## src/rtl/pp_compressor_22.sv

```systemverilog
// pp_compressor_22: Wallace-tree reduction of 43 diamond-shaped columns plus final 45-bit adder.
// Define COMPRESSOR_MIDREG_EN to register the two reduced rows (latency 2 instead of 1).
module pp_compressor_22 (
    input  logic        clk,
    input  logic        rst_n,
    input  logic        in_valid,
    input  logic        src0,
    input  logic [1:0]  src1,
    input  logic [2:0]  src2,
    input  logic [3:0]  src3,
    input  logic [4:0]  src4,
    input  logic [5:0]  src5,
    input  logic [6:0]  src6,
    input  logic [7:0]  src7,
    input  logic [8:0]  src8,
    input  logic [9:0]  src9,
    input  logic [10:0] src10,
    input  logic [11:0] src11,
    input  logic [12:0] src12,
    input  logic [13:0] src13,
    input  logic [14:0] src14,
    input  logic [15:0] src15,
    input  logic [16:0] src16,
    input  logic [17:0] src17,
    input  logic [18:0] src18,
    input  logic [19:0] src19,
    input  logic [20:0] src20,
    input  logic [21:0] src21,
    input  logic [20:0] src22,
    input  logic [19:0] src23,
    input  logic [18:0] src24,
    input  logic [17:0] src25,
    input  logic [16:0] src26,
    input  logic [15:0] src27,
    input  logic [14:0] src28,
    input  logic [13:0] src29,
    input  logic [12:0] src30,
    input  logic [11:0] src31,
    input  logic [10:0] src32,
    input  logic [9:0]  src33,
    input  logic [8:0]  src34,
    input  logic [7:0]  src35,
    input  logic [6:0]  src36,
    input  logic [5:0]  src37,
    input  logic [4:0]  src38,
    input  logic [3:0]  src39,
    input  logic [2:0]  src40,
    input  logic [1:0]  src41,
    input  logic        src42,
    output logic        out_valid,
    output logic        dst0, dst1, dst2, dst3, dst4, dst5, dst6, dst7,
    output logic        dst8, dst9, dst10, dst11, dst12, dst13, dst14, dst15,
    output logic        dst16, dst17, dst18, dst19, dst20, dst21, dst22, dst23,
    output logic        dst24, dst25, dst26, dst27, dst28, dst29, dst30, dst31,
    output logic        dst32, dst33, dst34, dst35, dst36, dst37, dst38, dst39,
    output logic        dst40, dst41, dst42, dst43, dst44
);

    // Wallace row counts per level: n -> 2*(n/3) + n%3
    localparam int H [8] = '{22, 15, 10, 7, 5, 4, 3, 2};

    logic [21:0] col [43];
    logic [44:0] row [8][22];
    logic [44:0] sum_row, carry_row, total, sum_q;
    logic        total_valid;

    assign col[0]  = 22'(src0);
    assign col[1]  = 22'(src1);
    assign col[2]  = 22'(src2);
    assign col[3]  = 22'(src3);
    assign col[4]  = 22'(src4);
    assign col[5]  = 22'(src5);
    assign col[6]  = 22'(src6);
    assign col[7]  = 22'(src7);
    assign col[8]  = 22'(src8);
    assign col[9]  = 22'(src9);
    assign col[10] = 22'(src10);
    assign col[11] = 22'(src11);
    assign col[12] = 22'(src12);
    assign col[13] = 22'(src13);
    assign col[14] = 22'(src14);
    assign col[15] = 22'(src15);
    assign col[16] = 22'(src16);
    assign col[17] = 22'(src17);
    assign col[18] = 22'(src18);
    assign col[19] = 22'(src19);
    assign col[20] = 22'(src20);
    assign col[21] = src21;
    assign col[22] = 22'(src22);
    assign col[23] = 22'(src23);
    assign col[24] = 22'(src24);
    assign col[25] = 22'(src25);
    assign col[26] = 22'(src26);
    assign col[27] = 22'(src27);
    assign col[28] = 22'(src28);
    assign col[29] = 22'(src29);
    assign col[30] = 22'(src30);
    assign col[31] = 22'(src31);
    assign col[32] = 22'(src32);
    assign col[33] = 22'(src33);
    assign col[34] = 22'(src34);
    assign col[35] = 22'(src35);
    assign col[36] = 22'(src36);
    assign col[37] = 22'(src37);
    assign col[38] = 22'(src38);
    assign col[39] = 22'(src39);
    assign col[40] = 22'(src40);
    assign col[41] = 22'(src41);
    assign col[42] = 22'(src42);

    always_comb begin
        logic [44:0] a, b, c;
        a = '0;
        b = '0;
        c = '0;
        for (int l = 0; l < 8; l++)
            for (int r = 0; r < 22; r++)
                row[l][r] = '0;
        // Row r holds bit r of every column; absent bits are zero.
        for (int r = 0; r < 22; r++)
            for (int i = 0; i < 43; i++)
                row[0][r][i] = col[i][r];
        for (int l = 0; l < 7; l++) begin
            for (int g = 0; g < 7; g++) begin
                if (g < H[l] / 3) begin
                    a = row[l][3*g];
                    b = row[l][3*g+1];
                    c = row[l][3*g+2];
                    row[l+1][2*g]   = a ^ b ^ c;
                    row[l+1][2*g+1] = ((a & b) | (a & c) | (b & c)) << 1;
                end
            end
            for (int r = 0; r < 2; r++)
                if (r < H[l] % 3)
                    row[l+1][2*(H[l]/3)+r] = row[l][3*(H[l]/3)+r];
        end
    end

    assign sum_row   = row[7][0];
    assign carry_row = row[7][1];

`ifdef COMPRESSOR_MIDREG_EN
    logic [44:0] mid_sum, mid_carry;
    logic        mid_valid;

    always_ff @(posedge clk or negedge rst_n) begin
        if (!rst_n) begin
            mid_sum   <= '0;
            mid_carry <= '0;
            mid_valid <= 1'b0;
        end else begin
            mid_sum   <= sum_row;
            mid_carry <= carry_row;
            mid_valid <= in_valid;
        end
    end

    assign total       = mid_sum + mid_carry;
    assign total_valid = mid_valid;
`else
    assign total       = sum_row + carry_row;
    assign total_valid = in_valid;
`endif

    always_ff @(posedge clk or negedge rst_n) begin
        if (!rst_n) begin
            sum_q     <= '0;
            out_valid <= 1'b0;
        end else begin
            sum_q     <= total;
            out_valid <= total_valid;
        end
    end

    assign {dst44, dst43, dst42, dst41, dst40, dst39, dst38, dst37, dst36,
            dst35, dst34, dst33, dst32, dst31, dst30, dst29, dst28, dst27,
            dst26, dst25, dst24, dst23, dst22, dst21, dst20, dst19, dst18,
            dst17, dst16, dst15, dst14, dst13, dst12, dst11, dst10, dst9,
            dst8, dst7, dst6, dst5, dst4, dst3, dst2, dst1, dst0} = sum_q;

endmodule

```

## config.mk

```make
export PLATFORM = sky130hd
export DESIGN_NAME = pp_compressor_22
export DESIGN_NICKNAME = d
export VERILOG_FILES = /design/src/rtl/pp_compressor_22.sv
export SDC_FILE = /design/constraint.sdc
export NUM_CORES = 1
export LEC_CHECK = 0
export CAP_MARGIN = 10
export CORE_ASPECT_RATIO = 2
export CORE_MARGIN = 10
export CORE_UTILIZATION = 30
export DETAILED_ROUTE_END_ITERATION = 8
export PLACE_DENSITY = 0.65
export SETUP_SLACK_MARGIN = 0.05
export SLEW_MARGIN = 30
export SYNTH_ARGS = -nofsm -noshare
export SYNTH_HDL_FRONTEND = slang
export SYNTH_SLANG_ARGS = --single-unit
```

## constraint.sdc

```tcl
create_clock -name clk -period 0.8 [get_ports clk]
set_clock_uncertainty 0.2 [all_clocks]
set_input_delay 0.16 -clock clk [delete_from_list [all_inputs] [get_ports clk]]
set_output_delay 0.16 -clock clk [all_outputs]
set_load 0.01 [all_outputs]
```

After elaboration in Yosys (flattened, before gate mapping):

Cells that the tools add are included.

* bitwise logic cells: 140
* $add $sub $neg: 1

Operators by type and width (number)
* $or A44 B44 Y44: 11
* $and A44 B44 Y44: 9
* $xor A45 B45 Y45: 4
* $and A44 B41 Y44: 2
* $and A44 B42 Y44: 2
* $and A44 B43 Y44: 2
* $or A43 B43 Y43: 2
* $add A45 B45 Y45: 1
* $xor A44 B45 Y45: 1
* $xor A45 B27 Y45: 1
* $xor A45 B41 Y45: 1
* $xor A45 B42 Y45: 1
* $xor A45 B43 Y45: 1
* $xor A45 B44 Y45: 1
* $and A43 B44 Y44: 1
* $and A44 B40 Y44: 1
* $or A44 B43 Y44: 1
* $xor A43 B44 Y44: 1
* $xor A44 B40 Y44: 1
* $and A43 B33 Y43: 1
* $and A43 B34 Y43: 1
* $and A43 B40 Y43: 1
* $and A43 B41 Y43: 1
* $and A43 B42 Y43: 1
* 92 further kinds: 92

* bits of input ports: 487
* output and inout bits: 46
* register bits after elaboration: 46

Longest topological paths before layout:

* depth after elaboration: 22
* mapped depth: 22
* mapped depth without buffers: 21

Worst setup path after synthesis:

Ideal clock, no wire load.

* kind: input -> register
* start: input port src21[18]
* end: register sum_q[42]
* required time: 0.467 ns
* stages: 19
* arrival: 5.385 ns
* setup slack: -4.917 ns
* setup time: 0.133 ns
* path buffers: 1
* cells stage by stage: inv_1 -> fa_1 -> fa_1 -> fa_1 -> inv_1 -> fa_1 -> inv_1 -> fa_1 -> fa_1 -> fa_1 -> inv_1 -> ha_1 -> clkbuf_1 -> a21oi_1 -> o21ai_0 -> o2111a_1 -> a31o_4 -> a2111oi_4 -> nor4bb_1

* cells in the longest elaborated chain, start to end: 19
* elaborated cells on any way between the ends: 45
* those cells by class: 1 x add/sub; 44 x bitwise

Ends and longest elaborated chain
* start, declared: RTL line 28 `input logic [21:0] src21,`
* $and A25 B24 Y25 or $and A25 B23 Y25 (tied branches): RTL line 130 `row[l+1][2*g+1] = ((a & b) | (a & c) | (b & c)) << 1;`
* $or A25 B25 Y25: RTL line 130
* $or A25 B24 Y25: RTL line 130
* $xor A25 B26 Y26: RTL line 129 `row[l+1][2*g] = a ^ b ^ c;`
* $xor A26 B22 Y26: RTL line 129
* $and A32 B26 Y32: RTL line 130
* $or A33 B32 Y33: RTL line 130
* $or A33 B33 Y33: RTL line 130
* $xor A43 B34 Y43: RTL line 129
* $and A44 B43 Y44: RTL line 130
* $or A44 B44 Y44 (2 in series): RTL line 130
* $and A44 B44 Y44: RTL line 130
* $or A44 B44 Y44 (2 in series): RTL line 130
* $and A44 B44 Y44: RTL line 130
* $or A44 B44 Y44 (2 in series): RTL line 130
* $add A45 B45 Y45 *: RTL line 161 `assign total = sum_row + carry_row;`
* via total[42]: RTL line 64 `logic [44:0] sum_row, carry_row, total, sum_q;`
* end signal, assigned: RTL line 170 `sum_q <= total;`
* end, declared: RTL line 64

The timed path passes the listed nets; every way through them passes the cells marked *.

Final worst setup path:

* start: input port src23[17]
* end: register sum_q[42]

* cells in the longest elaborated chain, start to end: 20
* elaborated cells on any way between the ends: 46
* those cells by class: 1 x add/sub; 45 x bitwise

Ends and longest elaborated chain
* start, declared: RTL line 30 `input logic [19:0] src23,`
* $and A28 B26 Y28: RTL line 130
* $or A28 B28 Y28: RTL line 130
* $or A28 B27 Y28: RTL line 130
* $and A32 B29 Y32: RTL line 130
* $or A32 B32 Y32: RTL line 130
* $or A32 B29 Y32: RTL line 130
* $xor A32 B33 Y33 or $and A32 B33 Y33 (tied branches): RTL line 129, 130
* $xor A33 B26 Y33 or $or A33 B32 Y33 (tied branches): RTL line 129, 130
* [... 2 more ...]
* $and A44 B43 Y44: RTL line 130
* $or A44 B44 Y44 (2 in series): RTL line 130
* $and A44 B44 Y44: RTL line 130
* $or A44 B44 Y44 (2 in series): RTL line 130
* $and A44 B44 Y44: RTL line 130
* $or A44 B44 Y44 (2 in series): RTL line 130
* $add A45 B45 Y45 *: RTL line 161
* via total[42]: RTL line 64

Marked as above.

==> results.py <==
metrics = {
    "worst_setup_path": {
        "path_buf_inv": 5,
        "crit_chain": "buf_6 -> fa_1 -> inv_2 -> fa_1 -> fa_1 -> inv_2 -> fa_1 -> inv_2 -> fa_1 -> fa_2 -> fa_2 -> inv_2 -> ha_4 -> a21o_1 -> a21o_1 -> a21oi_2 -> o21ai_2 -> a31o_4 -> a2111oi_4 -> nor4bb_2",
        "crit_cells": 20,
        "max_stage_delay_ns": 0.56,
        "critPathLaunch": "src23[17]",
        "required_ns": 0.78,
        "cpMostUsedCell": "fa_1",
        "crit_family": "adder cells",
        "startpoint_type": "input port",
        "cp_slowest_cell": "fa_1",
        "endpoint": "sum_q[42]",
        "path_max_fanout": 6,
        "cp-end-kind": "register",
        "arrival_ns": 5.57,
        "crit_type": "in2reg",
    },
    "sta": {
        "hold_viol": 47,
        "postLayoutSetupSlackWorst_ns": -4.788,
        "fin_crit_ns": 5.588,
        "max_freq_ghz": 0.1790,
        "period_share_pct": 698.4,
        "worst_slew_pin_slew_ns": 0.4975,
        "setup_viol": 89,
        "max_slew_margin_pct": 66.58,
        "grt_setup_unrepaired": "true",
        "drv_slew": 0,
        "hold_ws_ns": -0.3189,
    },
    "die": {
        "die_area_um2": 59290,
        "ios": 533,
        "core.rowCount": 115,
        "die_w_um": 177.3,
        "die_y_um": 334.5,
        "core_um2": 49070,
        "start_util_pct": 30.24,
    },
    "routing": {
        "wl_um": 51840,
        "antenna_left": 0,
        "via_per_inst": 4.300,
        "drt_pass1_iterations": 4,
        "wl_per_cell_um": 18.84,
        "drc": 0,
        "drt-initial-drc-count": 221,
        "vias": 11830,
    },
    "synth": {
        "async_reset_ff_share_pct": 100.0,
        "yosys_warnings": 0,
        "synth_cells": 1418,
        "synth_edf_count": 0,
        "yosysTopAreaCell": "fa_1",
        "synth_cell_types": 46,
        "avgSynthCellArea_um2": 10.46,
        "syn_area_um2": 14840,
        "yosysSeqAreaShare_pct": 7.758,
        "syn_nets": 2466,
        "ys_ff_latch": 46,
        "synth.area.top_cells": "fa_1, inv_1, ha_1",
        "yosys.area.top_type_share_pct": 54.38,
        "synth_ff_type": "dfrtp_1",
    },
    "global_routing": {
        "grt_max_degree": 18,
        "grt_pass1_vias": 14980,
        "grt_pass1_wl_um": 80050,
        "grt_overflow": 0,
        "grt_util_all_layers_pct": 17.62,
        "antenna_found_initial": 6,
    },
    "final_layout": {
        "area_growth_syn_to_layout_pct": 63.11,
        "drive_above_1_share_pct": 40.63,
        "fin_util_pct": 49.32,
        "nets": 3149,
        "final_cell_mix": "inv_1, fa_1, inv_2, dlymetal6s2s_1, buf_4",
        "layout.filler_cells": 4450,
        "fin_cells": 2751,
        "layout_commonest_cell": "inv_1",
    },
    "clocking": {
        "h-tree-depth": 2,
        "clkTransAtPathRegs_ns": 0.07,
        "cts_buffers": 5,
        "cts.sinks": 46,
        "cts_tree": "done",
        "cts_buffer_depth": 2,
        "root_buffer": "clkbuf_16",
    },
    "run_status": {
        "outcome": "finished with violations",
        "violations": "negative hold slack, negative setup slack",
    },
    "placement": {
        "post-dp-hpwl_um": 47870,
        "port_buffers": 532,
        "gp_congestion": 0.9282,
        "dp.cells": 2708,
        "preCtsSetupSlack_ns": -5.782,
    },
    "min_path": {
        "hold_path.class": "in2async",
    },
    "run": {
        "drv_cap": 0,
    },
}
per-stage QoR:
stage	setup TNS (ns)	cell area [um^2]
final	-183.97	24200
after global routing	-190.53	24200
after CTS	-200.14	23190
after detailed placement	-219.62	22420
after global placement	-219.78	22420
after floorplan	-162.18	15360
worst min-delay path by stage:
stage	startpoint	end	slack, ns	cells after the start
finish	rst_n	sum_q[38]	-0.32	2
global route	rst_n	sum_q[13]	-0.33	2
detailed placement	rst_n	sum_q[38]	0.003	2
floorplan	rst_n	out_valid	-0.34	0
global placement	rst_n	sum_q[10]	-0.008	2
CTS	rst_n	sum_q[27]	-0.33	2
final cells by class:
| type | instances | area, um^2 | area share [%] |
|---|---|---|---|
| flip-flops and latches | 46 | 1151 | 4.757 |
| well taps | 643 | 804.5 | 3.325 |
| multi-input cells | 805 | 13440 | 55.56 |
| clock inverters | 2 | 13.76 | 0.05687 |
| diodes | 6 | 15.01 | 0.06204 |
| inverters | 553 | 2123 | 8.774 |
| clock buffers | 6 | 128.9 | 0.5325 |
| repair buffers | 690 | 6519 | 26.94 |
sequential cells by signal (all words and copies together) (netlist names):
name	flops
sum_q	45
out_valid	1
synth_stat cells (7+ instances only):
master and count:
a21o_1 11, a21oi_1 38, clkbuf_1 13, dfrtp_1 46, fa_1 403, ha_1 158
inv_1 553, nand2_1 28, nand3_1 9, nand4_1 9, nor2_1 27, o21a_1 7
o21ai_0 23, xnor2_1 20, xor2_1 15
cell families (layout without fill, tap and decap cells):
logic type                 Yosys count  after routing  synth area share [%]
buffers and inverters              567           1251                 14.35
adders and majority gates          561            561                 67.70
DFF                                 46             46                 7.758
xor gates and xnor gates            35             35                 2.066
other                                0              6                     0
and+or+nand+nor                     94             94                 3.019
AOI/OAI and AO/OA                  115            115                 5.102
metal layers:
layer	wire, um	up-vias	GRT usage [%]
li1	-	5424	-
met2	29570	439	34.84
met5	13	-	0
met3	4161	56	4.784
met1	16960	5908	17.59
met4	1134	2	3.615
what timing repair did:
item                                    CTS  global route
setup buffers                            20            19
hold endpoints to repair                 46            47
resized for setup                       662           800
pin swaps                               277           413
gates cloned                              0             0
endpoints found under the setup margin   90            90
Power is left out: the tool's default activity adds up to more than one toggle a clock period on the data nets, which glitch-free logic cannot reach.
